<file path="config.mk">
export PLATFORM = sky130hd
export DESIGN_NAME = mem_wb_stage
export DESIGN_NICKNAME = d
export VERILOG_FILES = /design/src/rtl/mem_wb_stage.sv
export SDC_FILE = /design/constraint.sdc
export NUM_CORES = 1
export LEC_CHECK = 0
export CAP_MARGIN = 5
export CORE_AREA = 3 3 135 137
export CTS_BUF_LIST = sky130_fd_sc_hd__clkbuf_16
export DETAILED_ROUTE_END_ITERATION = 12
export DIE_AREA = 0 0 138 140
export PLACE_DENSITY = 0.8
export SETUP_SLACK_MARGIN = 0.15
export SYNTH_ARGS = -nofsm -noshare
export SYNTH_HDL_FRONTEND = slang
export SYNTH_SLANG_ARGS = --single-unit
</file>
<file path="constraint.sdc">
create_clock -name CLK -period 7.3 [get_ports CLK]
set_clock_uncertainty 0.05 [all_clocks]
set_input_delay 2.19 -clock CLK [delete_from_list [all_inputs] [get_ports CLK]]
set_output_delay 2.19 -clock CLK [all_outputs]
set_load 0.01 [all_outputs]
</file>
<file path="src/rtl/mem_wb_stage.sv">
// mem_wb_stage: memory-access stage plus MEM/WB pipeline register.
// This stage drives load/store strobes to the dcache and waits for the one-cycle dhit
// acknowledge. It then selects the writeback datum and latches the result into MEM/WB.
// Optional build macro MEM_STALL_CNT_EN adds a saturating stall-cycle counter (stall_cnt).
module mem_wb_stage #(
   parameter int WORD_W = 32,
   parameter int REG_AW = 5
`ifdef MEM_STALL_CNT_EN
   ,
   parameter int SCNT_W = 32
`endif
) (
   input  logic              CLK,
   input  logic              nRST,
   input  logic [WORD_W-1:0] instr_i,
   input  logic [WORD_W-1:0] pipe_npc_i,
   input  logic [WORD_W-1:0] aluout_i,
   input  logic [WORD_W-1:0] rdat2_i,
   input  logic [1:0]        rfInSel_i,
   input  logic [REG_AW-1:0] wsel_i,
   input  logic              rfWEN_i,
   input  logic              dREN_i,
   input  logic              dWEN_i,
   input  logic              halt_i,
   input  logic              wb_en,
   input  logic              flush,
   input  logic              dhit,
   input  logic [WORD_W-1:0] dmemload,
   output logic              dmemREN,
   output logic              dmemWEN,
   output logic [WORD_W-1:0] dmemaddr,
   output logic [WORD_W-1:0] dmemstore,
   output logic              mem_stall,
   output logic [WORD_W-1:0] instr_o,
   output logic [WORD_W-1:0] pipe_npc_o,
   output logic [WORD_W-1:0] wdat_o,
   output logic [REG_AW-1:0] wsel_o,
   output logic              rfWEN_o,
   output logic              halt_o
`ifdef MEM_STALL_CNT_EN
   ,
   output logic [SCNT_W-1:0] stall_cnt
`endif
);

   // IDLE: no access in flight; BUSY: waiting for dhit; HELD: load data parked in lbuf
   typedef enum logic [1:0] {IDLE, BUSY, HELD} state_t;

   state_t              state_q, state_d;
   logic [WORD_W-1:0]   lbuf_q, lbuf_d;
   logic [WORD_W-1:0]   instr_q, instr_d;
   logic [WORD_W-1:0]   npc_q, npc_d;
   logic [WORD_W-1:0]   wdat_q, wdat_d;
   logic [REG_AW-1:0]   wsel_q, wsel_d;
   logic                rf_wen_q, rf_wen_d;
   logic                halt_q, halt_d;

   logic                memop;
   logic                req;
   logic [WORD_W-1:0]   load_data;
   logic [WORD_W-1:0]   wb_data;

   assign dmemaddr  = aluout_i;
   assign dmemstore = rdat2_i;

   // Request strobes and stall: combinational so the access starts in its first cycle.
   // The request is gated by nRST so it drops the instant reset is asserted.
   always_comb begin
      memop     = dREN_i | dWEN_i;
      req       = memop && (state_q != HELD) && nRST;
      dmemWEN   = dWEN_i && req;
      dmemREN   = dREN_i && !dWEN_i && req;
      mem_stall = (req && !dhit) || !wb_en;
   end

   // Access FSM next state and load-buffer capture.
   // NOTE: every signal driven here gets a default first, so no path can infer a latch.
   always_comb begin
      state_d = state_q;
      lbuf_d  = lbuf_q;
      if (flush) begin
         state_d = IDLE;
      end else begin
         case (state_q)
            // A hit in the request's first cycle counts like a hit in BUSY. A hit that
            // cannot advance parks the data, so the access is never issued twice.
            IDLE, BUSY: begin
               if (!memop) begin
                  state_d = IDLE;
               end else if (dhit) begin
                  if (wb_en) begin
                     state_d = IDLE;
                  end else begin
                     state_d = HELD;
                     lbuf_d  = dmemload;
                  end
               end else begin
                  state_d = BUSY;
               end
            end
            HELD: begin
               if (wb_en) state_d = IDLE;
            end
            default: state_d = IDLE;
         endcase
      end
   end

   // Writeback select and MEM/WB next contents: advance, bubble, hold or flush.
   always_comb begin
      load_data = (state_q == HELD) ? lbuf_q : dmemload;
      case (rfInSel_i)
         2'd1:    wb_data = load_data;
         2'd2:    wb_data = pipe_npc_i;
         default: wb_data = aluout_i;
      endcase

      instr_d  = instr_q;
      npc_d    = npc_q;
      wdat_d   = wdat_q;
      wsel_d   = wsel_q;
      rf_wen_d = rf_wen_q;
      halt_d   = halt_q;

      if (flush) begin
         // halt stays sticky across a flush
         instr_d  = '0;
         npc_d    = '0;
         wdat_d   = '0;
         wsel_d   = '0;
         rf_wen_d = 1'b0;
      end else if (wb_en && !mem_stall) begin
         instr_d  = instr_i;
         npc_d    = pipe_npc_i;
         wdat_d   = wb_data;
         wsel_d   = wsel_i;
         rf_wen_d = rfWEN_i && (wsel_i != '0);
         halt_d   = halt_q | halt_i;
      end else if (wb_en) begin
         // memory stall: insert a bubble so the stalled instruction retires only once
         instr_d  = '0;
         rf_wen_d = 1'b0;
      end
   end

   // State and MEM/WB registers.
   // NOTE: sequential state uses non-blocking assignments so every flop samples pre-edge values.
   always_ff @(posedge CLK or negedge nRST) begin
      if (!nRST) begin
         state_q  <= IDLE;
         lbuf_q   <= '0;
         instr_q  <= '0;
         npc_q    <= '0;
         wdat_q   <= '0;
         wsel_q   <= '0;
         rf_wen_q <= 1'b0;
         halt_q   <= 1'b0;
      end else begin
         state_q  <= state_d;
         lbuf_q   <= lbuf_d;
         instr_q  <= instr_d;
         npc_q    <= npc_d;
         wdat_q   <= wdat_d;
         wsel_q   <= wsel_d;
         rf_wen_q <= rf_wen_d;
         halt_q   <= halt_d;
      end
   end

   assign instr_o    = instr_q;
   assign pipe_npc_o = npc_q;
   assign wdat_o     = wdat_q;
   assign wsel_o     = wsel_q;
   assign rfWEN_o    = rf_wen_q;
   assign halt_o     = halt_q;

`ifdef MEM_STALL_CNT_EN
   logic [SCNT_W-1:0] stall_cnt_q, stall_cnt_d;

   // Count cycles stalled by an outstanding access, saturating; only reset clears it.
   always_comb begin
      stall_cnt_d = stall_cnt_q;
      if (req && !dhit && (stall_cnt_q != '1)) stall_cnt_d = stall_cnt_q + 1'b1;
   end

   // Stall counter register.
   always_ff @(posedge CLK or negedge nRST) begin
      if (!nRST) stall_cnt_q <= '0;
      else       stall_cnt_q <= stall_cnt_d;
   end

   assign stall_cnt = stall_cnt_q;
`endif

endmodule

</file>
---- Word-level counts from Yosys, hierarchy flattened ----
Cells that the tools add are included.
word-level totals
  input port bits ......................... 176
  memory bits (read-only) ................. 0
  output and inout bits ................... 170
  latch bits .............................. 0
  flip-flop bits (word level) ............. 137
  RAM bits ................................ 0
  memories kept ........................... 0
  word-level logic and storage cells ...... 58
cells by class
  bitwise logic cells ..................... 4
  multipliers ............................. 0
  reduce and logical (&&, ||, !) cells .... 20
  divide/modulo/power cells ............... 0
  equal/unequal tests ..................... 6
  shift operators ......................... 0
  multiplexer cells ....................... 20
  magnitude comparators ................... 0
  add/sub/neg operators ................... 0
operator list
  cell                count
  $mux 32             8
  $pmux 32 s2         1
  $mux 2              5
  $mux 5              2
  $logic_and 1x1->1   8
  $reduce_and 5->1    1
  $reduce_bool 5->1   1
  $eq 2x1->1 const B  2
  $eq 2x2->1 const B  2
  $logic_not 1->1     4
  $pmux 2 s2          1
  $mux 1              3
  $ne 3x3->1 const B  1
  $reduce_bool 3->1   1
  $logic_not 2->1     1
  $ne 2x2->1 const B  1
  $not 1->1           2
  $or 1x1->1          2
  $reduce_and 2->1    1
  $reduce_bool 2->1   1
  $reduce_or 2->1     1
  $logic_or 1x1->1    1

---- Depth between registers and ports, before layout ----
Gate-level depths: netlist (run 1).
  depth in word-level cells ............... 9
  gate-level depth with buffers ........... 7
  gate-level depth less buffers ........... 5

---- Least setup slack after synthesis (run 1) ----
OpenSTA, ideal clock, no wires.
  path type ............................... input to output
  start ................................... input port dREN_i
  end ..................................... output port mem_stall
  data required time ...................... 5.060 ns
  arrival time ............................ 3.220 ns
  slack ................................... 1.840 ns
  buffers on the path ..................... 2
  stages .................................. 5
  cell sequence ........................... o21ba_2 > a31oi_1 > buf_2 > buf_2 > inv_1
on the way
  word-level cells in the longest chain between the ends .. 5
RTL lines
  item                             RTL line  source
  from (decl)                      22        input logic dREN_i,
  $or 1x1->1                       69        memop = dREN_i | dWEN_i;
  $logic_and 1x1->1 (2 in series)  70        req = memop && (state_q != HELD) && nRST;
  $logic_and 1x1->1                73        mem_stall = (req && !dhit) || !wb_en;
  $logic_or 1x1->1                 73
  to (decl)                        33        output logic mem_stall,
No other way between the ends.

---- Worst setup path after layout (run 1) ----
Ends and elaborated chain as after synthesis.

==> flow_metrics.py, run 1 <==
metrics = {
    "timing": {
        "period_minus_slack_ns": 6.00,
        "rsz0062_at_grt": "no",
        "slew_viol_final": 0,
        "setup_viol": 0,
        "finalHoldViolCount": 0,
        "tightest_slew_ns": 1.22,
        "clock.fmax_mhz": 167,
        "relSlewSlack_pct": 18.9,
        "period_share_pct": 82.2,
        "tns_ns": 0,
    },
    "logic_synthesis": {
        "yosysTopAreaCell": "dfrtp_1",
        "ys_seq_elements": 137,
        "avgSynthCellArea_sq_um": 10.8,
        "netlist_instances": 651,
        "yosysUniqueCellTypes": 32,
        "syn_area_sq_um": 7050,
        "synth_seq_area_share_pct": 48.6,
        "synth.area.top_cells": "dfrtp_1 (49%), buf_4 (6.8%), mux2_4 (6.2%)",
        "yosysTopAreaCellShare_pct": 48.6,
        "syn_nets": 829,
        "yosysWarnings": 0,
    },
    "cells_and_area": {
        "layout-drive-gt1-share_pct": 9.82,
        "nets": 1020,
        "mostFrequentLayoutCell": "clkdlybuf4s50_1",
        "diodes": 0,
        "area_growth_pct": 43.7,
        "fin_cells": 1080,
        "layout_common_cells": "clkdlybuf4s50_1 (280), dfrtp_1 (137), nand2_1 (107)",
    },
    "flow_run": {
        "drv_cap": 0,
    },
    "routing": {
        "vias_per_cell": 5.41,
        "drt-initial-drc-count": 326,
        "drt-total-wl_um": 21500,
        "drtPass1Iterations": 4,
        "wire_per_inst_um": 19.9,
        "postRouteAntennaNets": 0,
        "route.detailed.drc": 0,
        "via_count": 5839,
    },
    "hold_path": {
        "min_to": "halt_o",
        "worstHoldPathCells": 1,
        "hp-start": "halt_o",
        "worst_hold_path_type": "flip-flop to flip-flop",
    },
    "critical_path": {
        "worst_ep_required_time_ns": 5.06,
        "slowest_delay_ns": 0.48,
        "crit_family": "buffers and inverters",
        "reg2reg_from": "state_q[0]",
        "r2r_cells": 5,
        "crit_buf_inv": 3,
        "worstSetupStartpointType": "primary input",
        "cpMaxStageDelayCell": "clkdlybuf4s50_1",
        "endpoint_kind": "output pin",
        "cp_max_fo": 3,
        "path_cells": "clkdlybuf4s50_1 -> o21ba_2 -> a31oi_4 -> inv_1 -> clkdlybuf4s50_1",
        "reg2reg_setup_slack_ns": 4.83,
        "crit_top_cell": "clkdlybuf4s50_1",
        "r2r-end": "wdat_o[29]",
        "criticalPathCategory": "primary input to output pin",
        "cp_num_cells": 5,
        "cp.arrival_ns": 3.76,
    },
    "die": {
        "start_util_pct": 41.0,
        "core_sq_um": 17200,
        "io_pins": 346,
        "dieArea_sq_um": 19300,
        "die_y_um": 140,
        "row_count": 48,
        "die_w_um": 138,
    },
    "clock_tree": {
        "clock_path_buffers": 2,
        "cts_buffers": 17,
        "postCtsResizedCells": 0,
        "post_cts_buffers": 0,
        "h-tree-depth": 4,
        "cts_sinks": 137,
        "clkLatencyLatePin_ns": 0.41,
        "hold_buffers": 0,
        "cts_root_buffer": "clkbuf_16",
        "cts_tree": "yes",
        "clk_pin_slew_ns": 0.06,
    },
    "placement": {
        "dp_cells": 1048,
        "port_buffers": 281,
        "dp_hpwl_um": 14600,
        "gp_congestion": 0.816,
    },
    "global_routing": {
        "grt_usage_pct": 22.1,
        "met3_usage_pct": 5.80,
        "grtUsageMet2_pct": 35.8,
        "grt_max_degree": 76,
        "grt_overflow": 0,
        "first_global_vias": 6123,
        "grt_most_used_layer": "met2",
        "antenna_found_initial": 1,
        "grt_pass1_wl_um": 34500,
        "met1_usage_pct": 28.5,
    },
    "pwr": {
        "ir_worst_vdd_mv": 0.146,
        "p_int_mw": 1.61,
        "seq_power_share_pct": 40.3,
        "power_switching_mw": 0.586,
        "share_comb_of_total_power_pct": 21.2,
        "p_leak_nw": 4.28,
        "powerDensity_nw_per_um2": 217,
        "p_clk_share_pct": 38.5,
        "swShare_pct": 26.6,
    },
    "run_status": {
        "status": "finished clean",
    },
}
## area by class of cell
type,count,area [sq um]
inverters,5,18.8
multi-input cells,388,2920
clock inverters,15,153
flip-flops and latches,137,3430
fillers,1444,7050
clock buffers,17,425
repair buffers,293,2900
well taps,225,282
## sequential cells by signal (all words and copies together) (netlist names)
register,cells
instr_o,32
lbuf_q,32
pipe_npc_o,32
wdat_o,32
wsel_o,5
state_q,2
halt_o,1
rfWEN_o,1
## power groups by stage
stage	combinational, mW	clock [mW]	sequential (mW)
after floorplan	0.230	0	0.910
after global placement	0.461	0	0.895
after detailed placement	0.470	0	0.898
after CTS	0.471	0.865	0.887
after global routing	0.499	0.905	0.898
final	0.466	0.847	0.887
## worst max-delay path by stage
stage	start	endpoint
after floorplan	dREN_i	mem_stall
after global placement	dREN_i	mem_stall
after detailed placement	dREN_i	mem_stall
after CTS	dREN_i	mem_stall
after global routing	dREN_i	mem_stall
final	dREN_i	mem_stall
## per-layer routing
metal	share of wire, %	up-vias
met1	43	2870
met3	6.1	38
met4	2.4	2
met2	49	258
li1	-	2671
met5	0.060	-
## Yosys cell counts (all sizes together)
cell type	n
dfrtp	137
nand2	107
buf	79
clkbuf	42
mux2i	37
a32o	33
nand2b	33
a21oi	32
a22o	32
mux2	32
nand4b	32
o211ai	32
inv	5
nor2	3
ha	2
a21o	1
a311oi	1
a31oi	1
a41o	1
and3	1
and4b	1
nor2b	1
nor3	1
nor4	1
o21ai	1
o21ba	1
or2	1
or4b	1
## through the flow
stage / instance area, sq um / util [%] / worst slack, ns / total power, mW / hold slack [ns]
floorplan: 7050 / - / 1.84 / 1.14 / 0.430
global placement: 9550 / 55.6 / 1.30 / 1.36 / 0.391
detailed placement: 9550 / 55.6 / 1.30 / 1.37 / 0.393
CTS: 10100 / 59.0 / 1.28 / 2.22 / 0.407
global route: 10100 / 59.0 / 1.24 / 2.30 / 0.419
finish: 10100 / 59.0 / 1.30 / 2.20 / 0.403
## cells by family after synthesis
family	count (synthesis)	synth area share [%]
simple gates	182	13.5
buf+inv	126	10.6
fa+ha+maj	2	0.355
compound gates	135	15.0
flops	137	48.6
mux	69	11.9
(Power assumes the default switching activity.)
==> run 2, diff against run 1 <==
--- a/config.mk
+++ b/config.mk
@@ -6,10 +6,10 @@
 export NUM_CORES = 1
 export LEC_CHECK = 0
 export CAP_MARGIN = 5
-export CORE_AREA = 3 3 135 137
+export CORE_MARGIN = 3
+export CORE_UTILIZATION = 41
 export CTS_BUF_LIST = sky130_fd_sc_hd__clkbuf_16
 export DETAILED_ROUTE_END_ITERATION = 12
-export DIE_AREA = 0 0 138 140
 export PLACE_DENSITY = 0.8
 export SETUP_SLACK_MARGIN = 0.15
 export SYNTH_ARGS = -nofsm -noshare
==> constraint.sdc (replaced) <==
create_clock -name CLK -period 6.2 [get_ports CLK]
set_clock_uncertainty 0.05 [all_clocks]
set_input_delay 1.86 -clock CLK [delete_from_list [all_inputs] [get_ports CLK]]
set_output_delay 1.86 -clock CLK [all_outputs]
set_load 0.01 [all_outputs]
==> flow_metrics.py, run 2 (synthesized netlist as in run 1, its figures left out) <==
metrics = {
    "run_status": {
        "status": "finished clean",
    },
    "clock_tree": {
        "cts_tree": "yes",
        "post_cts_buffers": 0,
        "clk_pin_slew_ns": 0.06,
        "clkLatencyLatePin_ns": 0.41,
        "postCtsResizedCells": 0,
        "h-tree-depth": 4,
        "clock_path_buffers": 2,
        "cts_sinks": 137,
        "cts_buffers": 17,
        "hold_buffers": 0,
        "cts_root_buffer": "clkbuf_16",
    },
    "timing": {
        "relSlewSlack_pct": 21.2,
        "rsz0062_at_grt": "no",
        "period_minus_slack_ns": 5.31,
        "tns_ns": 0,
        "clock.fmax_mhz": 188,
        "finalHoldViolCount": 0,
        "setup_viol": 0,
        "slew_viol_final": 0,
        "tightest_slew_ns": 1.18,
        "period_share_pct": 85.6,
    },
    "critical_path": {
        "endpoint_kind": "output pin",
        "worstSetupStartpointType": "primary input",
        "cp_max_fo": 4,
        "criticalPathCategory": "primary input to output pin",
        "crit_top_cell": "clkdlybuf4s50_1",
        "worst_ep_required_time_ns": 4.29,
        "cpMaxStageDelayCell": "clkdlybuf4s50_1",
        "path_cells": "clkdlybuf4s50_1 -> o21ba_2 -> a31oi_4 -> inv_1 -> clkdlybuf4s50_1",
        "cp.arrival_ns": 3.40,
        "slowest_delay_ns": 0.48,
    },
    "global_routing": {
        "grt_pass1_wl_um": 32400,
        "antenna_found_initial": 1,
        "grt_max_degree": 75,
        "first_global_vias": 5888,
        "grt_overflow": 0,
        "grt_usage_pct": 22.3,
    },
    "cells_and_area": {
        "diodes": 0,
        "layout_common_cells": "clkdlybuf4s50_1 (280), dfrtp_1 (136), nand2_1 (107)",
        "ff_latch_area_sq_um": 3430,
        "fillers": 1409,
        "mostFrequentLayoutCell": "clkdlybuf4s50_1",
        "fin_cells": 1072,
        "layout-drive-gt1-share_pct": 9.98,
        "nets": 1017,
        "multiInputGateArea_sq_um": 2920,
        "area_growth_pct": 43.8,
    },
    "pwr": {
        "p_leak_nw": 4.27,
        "ir_worst_vdd_mv": 0.180,
        "powerDensity_nw_per_um2": 261,
    },
    "placement": {
        "port_buffers": 281,
        "gp_congestion": 0.751,
        "dp_hpwl_um": 14300,
        "dp_cells": 1040,
    },
    "routing": {
        "wire_per_inst_um": 19.8,
        "drt-initial-drc-count": 301,
        "drtPass1Iterations": 4,
        "drt-total-wl_um": 21300,
        "via_count": 5800,
        "postRouteAntennaNets": 0,
        "vias_per_cell": 5.41,
        "route.detailed.drc": 0,
    },
    "die": {
        "core_sq_um": 16700,
        "start_util_pct": 42.2,
        "dieArea_sq_um": 18800,
        "die_y_um": 137,
        "row_count": 47,
        "io_pins": 346,
        "die_w_um": 137,
    },
    "flow_run": {
        "drv_cap": 0,
    },
    "hold_path": {
        "worst_hold_path_type": "flip-flop to flip-flop",
    },
}
run 2: path summary, 6_finish.rpt:
kind	start	slack (ns)	depth (start not counted)	end
max in group asynchronous	nRST	3.59	2	lbuf_q[15]
worst max-delay path	dWEN_i	0.89	5	mem_stall
worst min register to register	halt_o	0.42	1	halt_o
worst min-delay path	halt_o	0.42	1	halt_o
worst max register to register	state_q[1]	3.49	4	wdat_o[14]
min in group asynchronous	nRST	1.25	1	instr_o[28]
run 2: stage by stage:
step | power, mW | area (sq um) | utilization [%] | setup WS [ns] | hold slack [ns]
after floorplan | 1.34 | 7050 | - | 1.40 | 0.430
after global placement | 1.60 | 9530 | 57.0 | 0.895 | 0.390
after detailed placement | 1.61 | 9530 | 57.0 | 0.909 | 0.406
after CTS | 2.67 | 10100 | 60.7 | 0.889 | 0.420
after global routing | 2.76 | 10100 | 60.7 | 0.855 | 0.446
final | 2.64 | 10100 | 60.7 | 0.890 | 0.424
run 2: power by group:
group          internal [mW]  switching (mW)  leakage (nW)
clock network          0.640           0.407         0.295
logic                  0.316           0.226          2.20
registers              0.991          0.0606          1.78
run 2: cell type report:
type	instances	share of cell area, %
inverters	5	0.185
multi-input cells	388	28.8
clock inverters	15	1.86
flip-flops and latches	137	33.8
well taps	220	2.71
repair buffers	290	28.4
clock buffers	17	4.19
run 2: worst max-delay path, delay by kind of cell:
family | cells | cell delay (ns)
buffers and inverters | 3 | 1.02
AO/OA/AOI/OAI | 2 | 0.52
run 2: routing by layer:
| layer | vias up | part of all wire [%] | GRT usage (%) |
|---|---|---|---|
| met5 | - | 0.061 | 0 |
| met4 | 2 | 2.7 | 8.59 |
| met3 | 42 | 7.8 | 6.21 |
| met2 | 231 | 48 | 35.6 |
| met1 | 2870 | 41 | 28.8 |
| li1 | 2655 | - | - |
==> run 3, diff against run 2 <==
--- a/config.mk
+++ b/config.mk
@@ -15,3 +15,4 @@
 export SYNTH_ARGS = -nofsm -noshare
 export SYNTH_HDL_FRONTEND = slang
 export SYNTH_SLANG_ARGS = --single-unit
+export TNS_END_PERCENT = 5
==> results of run 3 <==
Same layout as run 2: the final DEF is identical, and so are final timing and power.
